`config.mk`:
```
export PLATFORM = sky130hd
export DESIGN_NAME = load_store_unit
export DESIGN_NICKNAME = d
export VERILOG_FILES = /design/src/rtl/lsu_pkg.sv /design/src/rtl/lsu_extend.sv /design/src/rtl/load_store_unit.sv
export SDC_FILE = /design/constraint.sdc
export NUM_CORES = 1
export LEC_CHECK = 0
export ABC_AREA = 1
export CORE_MARGIN = 2
export CORE_UTILIZATION = 48
export CTS_BUF_LIST = sky130_fd_sc_hd__clkbuf_16
export CTS_CLUSTER_DIAMETER = 120
export DETAILED_ROUTE_END_ITERATION = 10
export PLACE_DENSITY = 0.9
export SYNTH_ARGS = -nofsm -noshare
export SYNTH_HDL_FRONTEND = slang
export SYNTH_SLANG_ARGS = --single-unit
```
`constraint.sdc`:
```
create_clock -name clk -period 2.4 [get_ports clk]
set_clock_uncertainty 0.2 [all_clocks]
set_input_delay 0.48 -clock clk [delete_from_list [all_inputs] [get_ports clk]]
set_output_delay 0.48 -clock clk [all_outputs]
set_load 0.02 [all_outputs]
```
`src/rtl/lsu_pkg.sv`:
```
// Shared encodings and FSM state type for the load/store unit.
package lsu_pkg;

  localparam logic [1:0] MAS_BYTE     = 2'b00;
  localparam logic [1:0] MAS_HALF     = 2'b01;
  localparam logic [1:0] MAS_WORD     = 2'b10;
  localparam logic [1:0] SIZE_ILLEGAL = 2'b11;

  localparam logic [1:0] FLT_NONE    = 2'b00;
  localparam logic [1:0] FLT_ALIGN   = 2'b01;
  localparam logic [1:0] FLT_TIMEOUT = 2'b10;
  localparam logic [1:0] FLT_SIZE    = 2'b11;

  typedef enum logic [2:0] {
    S_IDLE,
    S_CHECK,
    S_ISSUE,
    S_WAIT_LOW,
    S_WAIT_HIGH,
    S_RESP
  } lsu_state_e;

endpackage

```
`src/rtl/lsu_extend.sv`:
```
// Right-justified load data extension: byte/half zero- or sign-extended, word passed through.
module lsu_extend
  import lsu_pkg::*;
(
  input  logic [31:0] data_in,
  input  logic [1:0]  size,
  input  logic        sign,
  output logic [31:0] data_out
);

  always_comb begin
    data_out = data_in;
    case (size)
      MAS_BYTE: data_out = {{24{sign & data_in[7]}}, data_in[7:0]};
      MAS_HALF: data_out = {{16{sign & data_in[15]}}, data_in[15:0]};
      default:  data_out = data_in;
    endcase
  end

endmodule

```
`src/rtl/load_store_unit.sv`:
```
// Data-memory initiator: alignment check, RAM enable/done handshake, load extension.
// Optional ram_done watchdog is compiled in when LSU_TIMEOUT_EN is defined.
module load_store_unit
  import lsu_pkg::*;
#(
  parameter int TIMEOUT_CYCLES = 64
) (
  input  logic        clk,
  input  logic        reset,
  input  logic        req,
  input  logic        load,
  input  logic [1:0]  size,
  input  logic        sign,
  input  logic [8:0]  addr,
  input  logic [31:0] wdata,
  output logic [31:0] rdata,
  output logic        ack,
  output logic        fault,
  output logic [1:0]  fault_code,
  output logic        busy,
  output logic        ram_enable,
  output logic        ram_readWrite,
  output logic [8:0]  ram_address,
  output logic [1:0]  ram_A,
  output logic [1:0]  ram_MAS,
  output logic [31:0] ram_dataIn,
  input  logic [31:0] ram_dataOut,
  input  logic        ram_done
);

  lsu_state_e  state_q, state_d;
  logic        load_q, load_d;
  logic [1:0]  size_q, size_d;
  logic        sign_q, sign_d;
  logic [8:0]  addr_q, addr_d;
  logic [31:0] wdata_q, wdata_d;
  logic [31:0] rdata_q, rdata_d;
  logic        fault_q, fault_d;
  logic [1:0]  fault_code_q, fault_code_d;
  logic        ram_enable_q, ram_enable_d;
  logic        ram_rw_q, ram_rw_d;
  logic [8:0]  ram_address_q, ram_address_d;
  logic [1:0]  ram_a_q, ram_a_d;
  logic [1:0]  ram_mas_q, ram_mas_d;
  logic [31:0] ram_data_in_q, ram_data_in_d;
  logic [31:0] ext_data;

  lsu_extend u_extend (
    .data_in  (ram_dataOut),
    .size     (size_q),
    .sign     (sign_q),
    .data_out (ext_data)
  );

`ifdef LSU_TIMEOUT_EN
  localparam int CW = $clog2(TIMEOUT_CYCLES + 1);
  logic [CW-1:0] cnt_q, cnt_d;
  logic          timeout_hit;

  // Fires on the TIMEOUT_CYCLES-th cycle spent in WAIT_LOW/WAIT_HIGH.
  assign timeout_hit = ((state_q == S_WAIT_LOW) || (state_q == S_WAIT_HIGH)) &&
                       (cnt_q == CW'(TIMEOUT_CYCLES - 1));

  always_comb begin
    cnt_d = cnt_q;
    if (state_q == S_ISSUE) begin
      cnt_d = '0;
    end else if ((state_q == S_WAIT_LOW) || (state_q == S_WAIT_HIGH)) begin
      cnt_d = cnt_q + 1'b1;
    end
  end

  always_ff @(posedge clk) begin
    if (reset) cnt_q <= '0;
    else       cnt_q <= cnt_d;
  end
`else
  logic unused_timeout;
  assign unused_timeout = (TIMEOUT_CYCLES == 0) || (fault_code_q == FLT_TIMEOUT);
`endif

  always_comb begin
    state_d       = state_q;
    load_d        = load_q;
    size_d        = size_q;
    sign_d        = sign_q;
    addr_d        = addr_q;
    wdata_d       = wdata_q;
    rdata_d       = rdata_q;
    fault_d       = fault_q;
    fault_code_d  = fault_code_q;
    ram_enable_d  = ram_enable_q;
    ram_rw_d      = ram_rw_q;
    ram_address_d = ram_address_q;
    ram_a_d       = ram_a_q;
    ram_mas_d     = ram_mas_q;
    ram_data_in_d = ram_data_in_q;

    case (state_q)
      S_IDLE: begin
        if (req) begin
          load_d       = load;
          size_d       = size;
          sign_d       = sign;
          addr_d       = addr;
          wdata_d      = wdata;
          fault_d      = 1'b0;
          fault_code_d = FLT_NONE;
          state_d      = S_CHECK;
        end
      end
      S_CHECK: begin
        if (size_q == SIZE_ILLEGAL) begin
          fault_d      = 1'b1;
          fault_code_d = FLT_SIZE;
          state_d      = S_RESP;
        end else if (((size_q == MAS_HALF) && addr_q[0]) ||
                     ((size_q == MAS_WORD) && (addr_q[1:0] != 2'b00))) begin
          fault_d      = 1'b1;
          fault_code_d = FLT_ALIGN;
          state_d      = S_RESP;
        end else begin
          // RAM-side outputs are registered here so they are valid throughout ISSUE.
          ram_enable_d  = 1'b1;
          ram_rw_d      = load_q;
          ram_address_d = {addr_q[8:2], 2'b00};
          ram_a_d       = addr_q[1:0];
          ram_mas_d     = size_q;
          ram_data_in_d = wdata_q;
          state_d       = S_ISSUE;
        end
      end
      S_ISSUE: state_d = S_WAIT_LOW;
      S_WAIT_LOW: begin
        if (!ram_done) state_d = S_WAIT_HIGH;
      end
      S_WAIT_HIGH: begin
        if (ram_done) begin
          if (load_q) rdata_d = ext_data;
          ram_enable_d = 1'b0;
          state_d      = S_RESP;
        end
      end
      S_RESP:  state_d = S_IDLE;
      default: state_d = S_IDLE;
    endcase

`ifdef LSU_TIMEOUT_EN
    // A completion arriving on the last allowed cycle still wins over the timeout.
    if (timeout_hit && !((state_q == S_WAIT_HIGH) && ram_done)) begin
      ram_enable_d = 1'b0;
      fault_d      = 1'b1;
      fault_code_d = FLT_TIMEOUT;
      state_d      = S_RESP;
    end
`endif
  end

  always_ff @(posedge clk) begin
    if (reset) begin
      state_q       <= S_IDLE;
      load_q        <= 1'b0;
      size_q        <= MAS_BYTE;
      sign_q        <= 1'b0;
      addr_q        <= '0;
      wdata_q       <= '0;
      rdata_q       <= '0;
      fault_q       <= 1'b0;
      fault_code_q  <= FLT_NONE;
      ram_enable_q  <= 1'b0;
      ram_rw_q      <= 1'b1;
      ram_address_q <= '0;
      ram_a_q       <= '0;
      ram_mas_q     <= MAS_BYTE;
      ram_data_in_q <= '0;
    end else begin
      state_q       <= state_d;
      load_q        <= load_d;
      size_q        <= size_d;
      sign_q        <= sign_d;
      addr_q        <= addr_d;
      wdata_q       <= wdata_d;
      rdata_q       <= rdata_d;
      fault_q       <= fault_d;
      fault_code_q  <= fault_code_d;
      ram_enable_q  <= ram_enable_d;
      ram_rw_q      <= ram_rw_d;
      ram_address_q <= ram_address_d;
      ram_a_q       <= ram_a_d;
      ram_mas_q     <= ram_mas_d;
      ram_data_in_q <= ram_data_in_d;
    end
  end

  assign ack           = (state_q == S_RESP);
  assign fault         = ack & fault_q;
  assign fault_code    = fault_code_q;
  assign busy          = (state_q != S_IDLE);
  assign rdata         = rdata_q;
  assign ram_enable    = ram_enable_q;
  assign ram_readWrite = ram_rw_q;
  assign ram_address   = ram_address_q;
  assign ram_A         = ram_a_q;
  assign ram_MAS       = ram_mas_q;
  assign ram_dataIn    = ram_data_in_q;

endmodule
```
==> results.sh, run 1 <==
export IMPL_path_cells="nor2_4, nand2_1, clkdlybuf4s50_1"
export IMPL_crit_fanout=6
export IMPL_gp_congestion=0.812
export IMPL_arrival_ns=1.59
export IMPL_post_route_min_period_ns=2.27
export IMPL_power_density_nw_per_um2=972
export IMPL_nFillCells=703
export IMPL_cts_tree="yes"
export IMPL_clock_sinks=127
export IMPL_first_iter_violations=174
export IMPL_final_common_cell="clkdlybuf4s50_1"
export IMPL_fin_crit_sh_pct=94.8
export IMPL_path_buf_inv=1
export IMPL_grt_max_degree=56
export IMPL_vias=4548
export IMPL_synth_warning_count=0
export IMPL_final_max_slew_viol_count=0
export IMPL_yosysSeqAreaShare_pct=53.2
export IMPL_drive_gt1_share_pct=9.21
export IMPL_tns_ns=0
export IMPL_grt_pass1_vias=4435
export IMPL_r2r_cells=8
export IMPL_crit_path_start_kind="flop"
export IMPL_area_growth_syn_to_layout_pct=48.3
export IMPL_hold_violations=0
export IMPL_wl_per_cell_um=14.1
export IMPL_initial_core_util_pct=49.1
export IMPL_track_usage_pct=23.7
export IMPL_clockBufferDepth=2
export IMPL_drt_pass1_iter_count=4
export IMPL_synth_avg_cell_area_sq_um=7.88
export IMPL_core_area_sq_um=9730
export IMPL_hold_depth=2
export IMPL_setup_viol_count_final=0
export IMPL_multi_input_area_sq_um=1800
export IMPL_clock_latency_ns=0.40
export IMPL_grt_pass1_wl_um=20900
export IMPL_die_w_um=104
export IMPL_die_area_sq_um=10800
export IMPL_cts_buffers=17
export IMPL_worstHoldPathType="flop to flop"
export IMPL_vdd_drop_max_mv=0.658
export IMPL_required_ns=1.72
export IMPL_cp_end_kind="primary output"
export IMPL_netlist_instances=607
export IMPL_io_pins=165
export IMPL_antennaDiodeCount=0
export IMPL_grt_overflow=0
export IMPL_cts_root_buf="clkbuf_16"
export IMPL_worst_r2r_setup_slack_ns=0.42
export IMPL_worstMarginPinSlew_ns=0.519
export IMPL_ff_latch_area_sq_um=2540
export IMPL_whs_ns=0.244
export IMPL_final_cells=904
export IMPL_hpwl_um=8520
export IMPL_maxCapViolCount=0
export IMPL_slowest_stage="clkdlybuf4s50_1"
export IMPL_h_tree_depth=4
export IMPL_route_detailed_drc=0
export IMPL_synth_area_sq_um=4780
export IMPL_viasPerCell=5.03
export IMPL_detail_route_antenna_nets=0
export IMPL_critPathTopFamily="buffers and inverters"
export IMPL_dp_cells=872
export IMPL_ys_types=28
export IMPL_critPathKind="flop to primary output"
export IMPL_status="complete, no violations"
export IMPL_leakage_nw=2.75
export IMPL_max_slew_margin_rel_pct=65.4
export IMPL_portBuffers=162
export IMPL_path_depth=3
export IMPL_antenna_found_initial=0
export IMPL_fp_dieH_um=104
export IMPL_layout_common_cells="159 x clkdlybuf4s50_1, 132 x nand2_1, 125 x dfxtp_1, 98 x a21oi_1, 79 x o21ai_0"
export IMPL_fin_nets=839
export IMPL_ys_seq_elements=127
export IMPL_rsz0062_at_grt="no"
export IMPL_routed_wl_um=12700
export IMPL_crit_path_max_incr_delay_ns=0.59
export IMPL_rows=36
export IMPL_clk_pin_slew_worst_paths_ns=0.06
export IMPL_max_freq_ghz=0.440
[final timing paths]
check,start,to
max,state_q[0],busy
min,addr_q[7],addr_q[7]
max reg2reg,size_q[1],fault_code[1]
min reg2reg,addr_q[7],addr_q[7]
[kinds of logic after synthesis]
kind of cell | count (synthesis) | share of synthesized area, %
AO/OA/AOI/OAI | 189 | 20.7
buffers and inverters | 100 | 9.42
other | 1 | 0.0784
AND/OR/NAND/NOR | 190 | 16.6
flip-flops | 127 | 53.2
[area by class of cell]
cell class | instances | share of cell area [%]
Clock buffer | 17 | 6.00
Inverter | 58 | 3.07
Timing Repair Buffer | 173 | 24.4
Multi-Input combinational cell | 381 | 25.3
Sequential cell | 127 | 35.9
Tap cell | 133 | 2.35
Clock inverter | 15 | 2.91
[state kept, by name, indices dropped and copies added, names as in the netlist, 2 cells and up]
name,flops
addr_q,9
ram_MAS,2
fault_code,2
ram_address,7
ram_dataIn,32
rdata,32
ram_A,2
wdata_q,32
size_q,2
state_q,3
[synthesized netlist by cell type]
cell      number  share of area [%]
a21oi_1       98                 10
a21oi_2       11                2.0
buf_1          5               0.39
buf_2          9               0.94
buf_4          4               0.63
buf_6          5                1.2
buf_8          1               0.31
clkbuf_1      18                1.4
clkinv_1       1              0.078
conb_1         1              0.078
dfxtp_1      127                 53
inv_1         52                4.1
inv_2          5               0.39
nand2_1      132                 10
nand2_2        2               0.26
nand3_1        9               0.94
nand3_2        1               0.21
nand4_1        1               0.13
nand4_2        1               0.26
nor2_1        37                2.9
nor2_4         1               0.24
nor2_8         1               0.42
nor3_1         2               0.21
nor3_2         1               0.21
nor3_4         1               0.34
nor4_1         1               0.13
o211ai_1       1               0.16
o21ai_0       79                8.3
[power by group]
part	internal [mW]	total, mW	switching [mW]
combinational	0.629	1.56	0.934
sequential	2.42	2.61	0.189
clock	1.76	2.72	0.965
total	4.80	6.89	2.09
[what timing repair did]
item / in CTS / in global routing
pin swaps: 0 / 0
buffers inserted: 0 / 0
setup endpoints to repair: 2 / 2
hold buffers: 0 / 0
resized for setup: 2 / 5
[per-layer routing]
metal / track usage, % / share of wire, % / vias to the layer above
li1: - / - / 2258
met3: 7.11 / 7.5 / 16
met2: 41.6 / 51 / 187
met5: 0 / 0 / -
met1: 27.3 / 40 / 2087
met4: 8.30 / 1.2 / 0
[tightest hold or removal path, cell delays in order, from the launching register on]
cell and delay [ns]:
dfxtp_1 0.31, inv_1 0.05, a21oi_1 0.05
[through the flow]
stage	instance area, sq um	total power [mW]	setup WS (ns)	util, %
CTS	7090	6.93	0.0273	72.9
global placement	6460	4.14	0.295	66.4
finish	7090	6.89	0.126	72.9
global route	7090	7.21	0.0692	72.9
floorplan	4780	3.63	0.504	-
detailed placement	6460	4.21	0.157	66.4
(Power assumes the default switching activity.)
==> run 2, diff against run 1 <==
--- a/config.mk
+++ b/config.mk
@@ -6,10 +6,9 @@
 export NUM_CORES = 1
 export LEC_CHECK = 0
 export ABC_AREA = 1
-export CORE_MARGIN = 2
+export CORE_MARGIN = 8
 export CORE_UTILIZATION = 48
 export CTS_BUF_LIST = sky130_fd_sc_hd__clkbuf_16
-export CTS_CLUSTER_DIAMETER = 120
 export DETAILED_ROUTE_END_ITERATION = 10
 export PLACE_DENSITY = 0.9
 export SYNTH_ARGS = -nofsm -noshare
==> run 2 against run 1 <==
  * Setup slack got worse by 0.038 ns
  * Final cell count fell by 0.11%
  * Worst hold slack improved by 0.0018 ns
  * Critical path depth did not move
  * Core utilization rose by 0.24 points
  * Power rose by 2.1%
  * Routed wire length rose by 10%
  * Register-to-register slack barely moved
  * Sequential share of layout area fell by 0.12 points
  * First-iteration DRC count rose to 2.5 times the previous value
  * Sequential cell count did not move
==> results.sh, run 2 (synthesis gave the netlist of run 1 again) <==
export IMPL_status="complete, no violations"
export IMPL_drive_gt1_share_pct=9.09
export IMPL_cts_tree="yes"
export IMPL_antenna_found_initial=0
export IMPL_layout_common_cells="159 x clkdlybuf4s50_1, 132 x nand2_1, 125 x dfxtp_1, 98 x a21oi_1, 79 x o21ai_0"
export IMPL_post_route_min_period_ns=2.31
export IMPL_rows=36
export IMPL_crit_fanout=6
export IMPL_vdd_drop_max_mv=0.462
export IMPL_use_met2_pct=36.2
export IMPL_cp_end_kind="primary output"
export IMPL_wl_per_cell_um=15.6
export IMPL_gp_congestion=0.849
export IMPL_nFillCells=712
export IMPL_max_freq_ghz=0.432
export IMPL_worstHoldPathType="flop to flop"
export IMPL_initial_core_util_pct=49.1
export IMPL_die_area_sq_um=13400
export IMPL_dp_cells=871
export IMPL_cts_root_buf="clkbuf_16"
export IMPL_clockBufferDepth=2
export IMPL_viasPerCell=5.10
export IMPL_portBuffers=162
export IMPL_core_area_sq_um=9730
export IMPL_grt_busiest_layer="met2"
export IMPL_route_detailed_drc=0
export IMPL_grt_pass1_wl_um=22400
export IMPL_routed_wl_um=14000
export IMPL_cts_buffers=17
export IMPL_die_w_um=116
export IMPL_antennaDiodeCount=0
export IMPL_placed_cell_area_sq_um=6450
export IMPL_vias=4603
export IMPL_area_growth_syn_to_layout_pct=48.8
export IMPL_fin_nets=838
export IMPL_track_usage_pct=20.8
export IMPL_clk_pin_slew_worst_paths_ns=0.06
export IMPL_rsz0062_at_grt="no"
export IMPL_detail_route_antenna_nets=0
export IMPL_clock_sinks=127
export IMPL_maxCapViolCount=0
export IMPL_first_iter_violations=435
export IMPL_required_ns=1.72
export IMPL_hpwl_um=9520
export IMPL_io_pins=165
export IMPL_drt_pass1_iter_count=5
export IMPL_final_cells=903
export IMPL_stdcell_area_sq_um=7110
export IMPL_fin_util_pct=73.1
export IMPL_grt_use_met3_pct=7.82
export IMPL_h_tree_depth=4
export IMPL_tns_ns=0
export IMPL_setup_viol_count_final=0
export IMPL_whs_ns=0.245
export IMPL_final_max_slew_viol_count=0
export IMPL_critPathKind="flop to primary output"
export IMPL_crit_path_start_kind="flop"
export IMPL_leakage_nw=2.75
export IMPL_worstMarginPinSlew_ns=0.515
export IMPL_cts_setup_buffers=0
export IMPL_max_slew_margin_rel_pct=65.7
export IMPL_final_common_cell="clkdlybuf4s50_1"
export IMPL_clock_latency_ns=0.40
export IMPL_arrival_ns=1.63
export IMPL_grt_pass1_vias=4581
export IMPL_preCtsSetupSlack_ns=0.231
export IMPL_use_met1_pct=22.9
export IMPL_fp_dieH_um=116
export IMPL_setup_ws_ns=0.0875
export IMPL_grt_overflow=0
export IMPL_fin_crit_sh_pct=96.4
export IMPL_grt_max_degree=83
export IMPL_p_total_mw=7.04
export IMPL_hold_violations=0
export IMPL_power_density_nw_per_um2=990
[run 2: cell count changes in the layout (fill, tap and decap cells not counted), sizes merged]
cell,change
buf,-1
clkbuf,-1
dlygate4sd2,+1
clkinvlp,+1
bufinv,+1
inv,-2
[run 2: area by class of cell]
cell class | count | area [sq um] | area share [%]
sequential | 127 | 2540 | 35.8
inverter | 58 | 218 | 3.06
multi-input combinational | 381 | 1800 | 25.3
tap | 133 | 166 | 2.34
clock inverter | 15 | 234 | 3.29
clock buffer | 17 | 425 | 5.98
timing repair buffer | 172 | 1730 | 24.3
[run 2: metal layers]
| metal | vias up | wire [um] |
|---|---|---|
| met5 | - | 0 |
| met1 | 2142 | 5510 |
| met3 | 23 | 1320 |
| met4 | 0 | 208 |
| met2 | 184 | 7010 |
| li1 | 2254 | - |
[run 2: critical path, stage by stage, from the launching register on]
cell,delay (ns)
dfxtp_1,0.47
nor2_4,0.09
nand2_1,0.07
clkdlybuf4s50_1,0.60
[run 2: power breakdown]
group	internal (mW)	leakage (nW)	switching, mW
Clock	1.86	0.322	0.981
Sequential	2.42	1.04	0.200
Combinational	0.630	1.40	0.946
Total	4.91	2.75	2.13
[run 2: what timing repair did]
item | in CTS | in global routing
hold buffers | 0 | 0
endpoints found under the setup margin | 3 | 1
resized for setup | 3 | 1
cloned | 0 | 0
[run 2: worst paths after layout]
check                                start             to  slack, ns  depth (start not counted)
worst max-delay path            state_q[0]           busy       0.09                          3
worst min-delay path             addr_q[6]      addr_q[6]       0.25                          2
worst max register to register   size_q[0]  fault_code[1]       0.42                          8
worst min register to register   addr_q[6]      addr_q[6]       0.25                          2
==> run 3, diff against run 2 <==
--- a/config.mk
+++ b/config.mk
@@ -6,6 +6,8 @@
 export NUM_CORES = 1
 export LEC_CHECK = 0
 export ABC_AREA = 1
+export ABC_CLOCK_PERIOD_IN_PS = 2400
+export CORE_ASPECT_RATIO = 0.5
 export CORE_MARGIN = 8
 export CORE_UTILIZATION = 48
 export CTS_BUF_LIST = sky130_fd_sc_hd__clkbuf_16
==> run 3 against run 2 <==
  * Cell area fell by 1.4%
  * Routed wire length fell by 0.59%
  * Power fell by 5.7%
  * Worst hold slack got worse by 0.0035 ns
  * Final cell count rose by 0.22%
  * Setup slack got worse by 0.0048 ns
  * Via count fell by 2.2%
  * Sequential cell count did not move
  * Fmax fell by 0.21%
  * Count of clock-buffer cells in the layout did not move
  * Critical endpoint unchanged
  * Largest cell class unchanged
==> results.sh, run 3 (synthesis gave the netlist of run 1 again) <==
export IMPL_core_area_sq_um=9570
export IMPL_h_tree_depth=4
export IMPL_clockBufferDepth=2
export IMPL_hold_violations=0
export IMPL_final_common_cell="clkdlybuf4s50_1"
export IMPL_max_slew_margin_rel_pct=66.4
export IMPL_worstHoldPathType="flop to flop"
export IMPL_route_detailed_drc=0
export IMPL_clock_sinks=127
export IMPL_rsz0062_at_grt="no"
export IMPL_antennaDiodeCount=0
export IMPL_setup_viol_count_final=0
export IMPL_portBuffers=162
export IMPL_r2r_start="size_q[0]"
export IMPL_leakage_nw=2.72
export IMPL_final_cells=905
export IMPL_antenna_found_initial=0
export IMPL_grt_pass1_vias=4431
export IMPL_viasPerCell=4.98
export IMPL_maxCapViolCount=0
export IMPL_cp_end_kind="primary output"
export IMPL_grt_pass1_wl_um=22000
export IMPL_die_w_um=157
export IMPL_rows=25
export IMPL_vdd_drop_max_mv=0.655
export IMPL_hold_depth=2
export IMPL_final_max_slew_viol_count=0
export IMPL_detail_route_antenna_nets=0
export IMPL_grt_max_degree=83
export IMPL_crit_path_start_kind="flop"
export IMPL_fp_dieH_um=86.6
export IMPL_cts_tree="yes"
export IMPL_drt_pass1_iter_count=4
export IMPL_clock_latency_ns=0.40
export IMPL_hpwl_um=9320
export IMPL_worst_r2r_setup_slack_ns=0.43
export IMPL_arrival_ns=1.64
export IMPL_clk_pin_slew_worst_paths_ns=0.05
export IMPL_nFillCells=704
export IMPL_multi_input_area_sq_um=1800
export IMPL_fin_crit_sh_pct=96.6
export IMPL_power_density_nw_per_um2=947
export IMPL_hp_start="wdata_q[30]"
export IMPL_area_growth_syn_to_layout_pct=46.6
export IMPL_cts_repair_resized=2
export IMPL_gp_congestion=0.877
export IMPL_die_area_sq_um=13600
export IMPL_status="complete, no violations"
export IMPL_max_freq_ghz=0.432
export IMPL_wl_per_cell_um=15.4
export IMPL_dp_cells=874
export IMPL_critPathKind="flop to primary output"
export IMPL_crit_fanout=9
export IMPL_ff_latch_area_sq_um=2540
export IMPL_cts_root_buf="clkbuf_16"
export IMPL_layout_common_cells="159 x clkdlybuf4s50_1, 132 x nand2_1, 126 x dfxtp_1, 98 x a21oi_1, 79 x o21ai_0"
export IMPL_vias=4503
export IMPL_drive_gt1_share_pct=8.05
export IMPL_fin_nets=839
export IMPL_grt_overflow=0
export IMPL_cts_setup_buffers=0
export IMPL_first_iter_violations=329
export IMPL_io_pins=165
export IMPL_hold_end="wdata_q[30]"
export IMPL_placed_cell_area_sq_um=6450
export IMPL_r2r_cells=7
export IMPL_stdcell_area_sq_um=7010
export IMPL_worstMarginPinSlew_ns=0.504
export IMPL_cts_buffers=17
export IMPL_initial_core_util_pct=49.9
export IMPL_post_route_min_period_ns=2.32
export IMPL_rr_endpoint="ram_dataIn[25]"
export IMPL_routed_wl_um=14000
export IMPL_track_usage_pct=20.4
export IMPL_tns_ns=0
export IMPL_required_ns=1.72
export IMPL_cts_hold_buf=0
run 3: how the worst max path moves through the flow:
stage | start | endpoint
detailed placement | state_q[2] | fault
global route | state_q[2] | fault
global placement | state_q[2] | fault
CTS | state_q[1] | busy
finish | state_q[2] | busy
floorplan | state_q[2] | fault
run 3: final cells by class:
type | instances | area share, %
Sequential cell | 127 | 36.3
Timing Repair Buffer | 173 | 24.6
Inverter | 58 | 3.11
Multi-Input combinational cell | 381 | 25.6
Clock buffer | 17 | 6.07
Clock inverter | 14 | 1.93
Tap cell | 135 | 2.41
run 3: layer usage:
| layer | routed length, um | GRT usage (%) | vias up |
|---|---|---|---|
| met4 | 370 | 11.1 | 0 |
| met1 | 5430 | 21.7 | 2080 |
| met3 | 884 | 6.45 | 31 |
| met5 | 0 | 0 | - |
| met2 | 7280 | 35.8 | 133 |
| li1 | - | - | 2259 |
run 3: worst max-delay path: stages, from the launching register on:
cell,delay (ns)
dfxtp_1,0.43
inv_2,0.13
nand2_1,0.08
clkdlybuf4s50_1,0.60
run 3: report_power, final:
part | switching (mW) | total (mW) | internal, mW
clock | 0.850 | 2.44 | 1.59
combinational | 0.959 | 1.59 | 0.628
sequential | 0.194 | 2.61 | 2.42
total | 2.00 | 6.64 | 4.64
run 3: stage by stage:
step	hold slack [ns]	total power, mW	utilization (%)	setup slack [ns]
floorplan	0.224	3.63	-	0.504
global placement	0.231	4.16	67.4	0.299
finish	0.242	6.64	73.2	0.0828
detailed placement	0.236	4.22	67.4	0.219
CTS	0.245	6.68	73.2	0.00652
global route	0.261	6.96	73.2	0.0000130
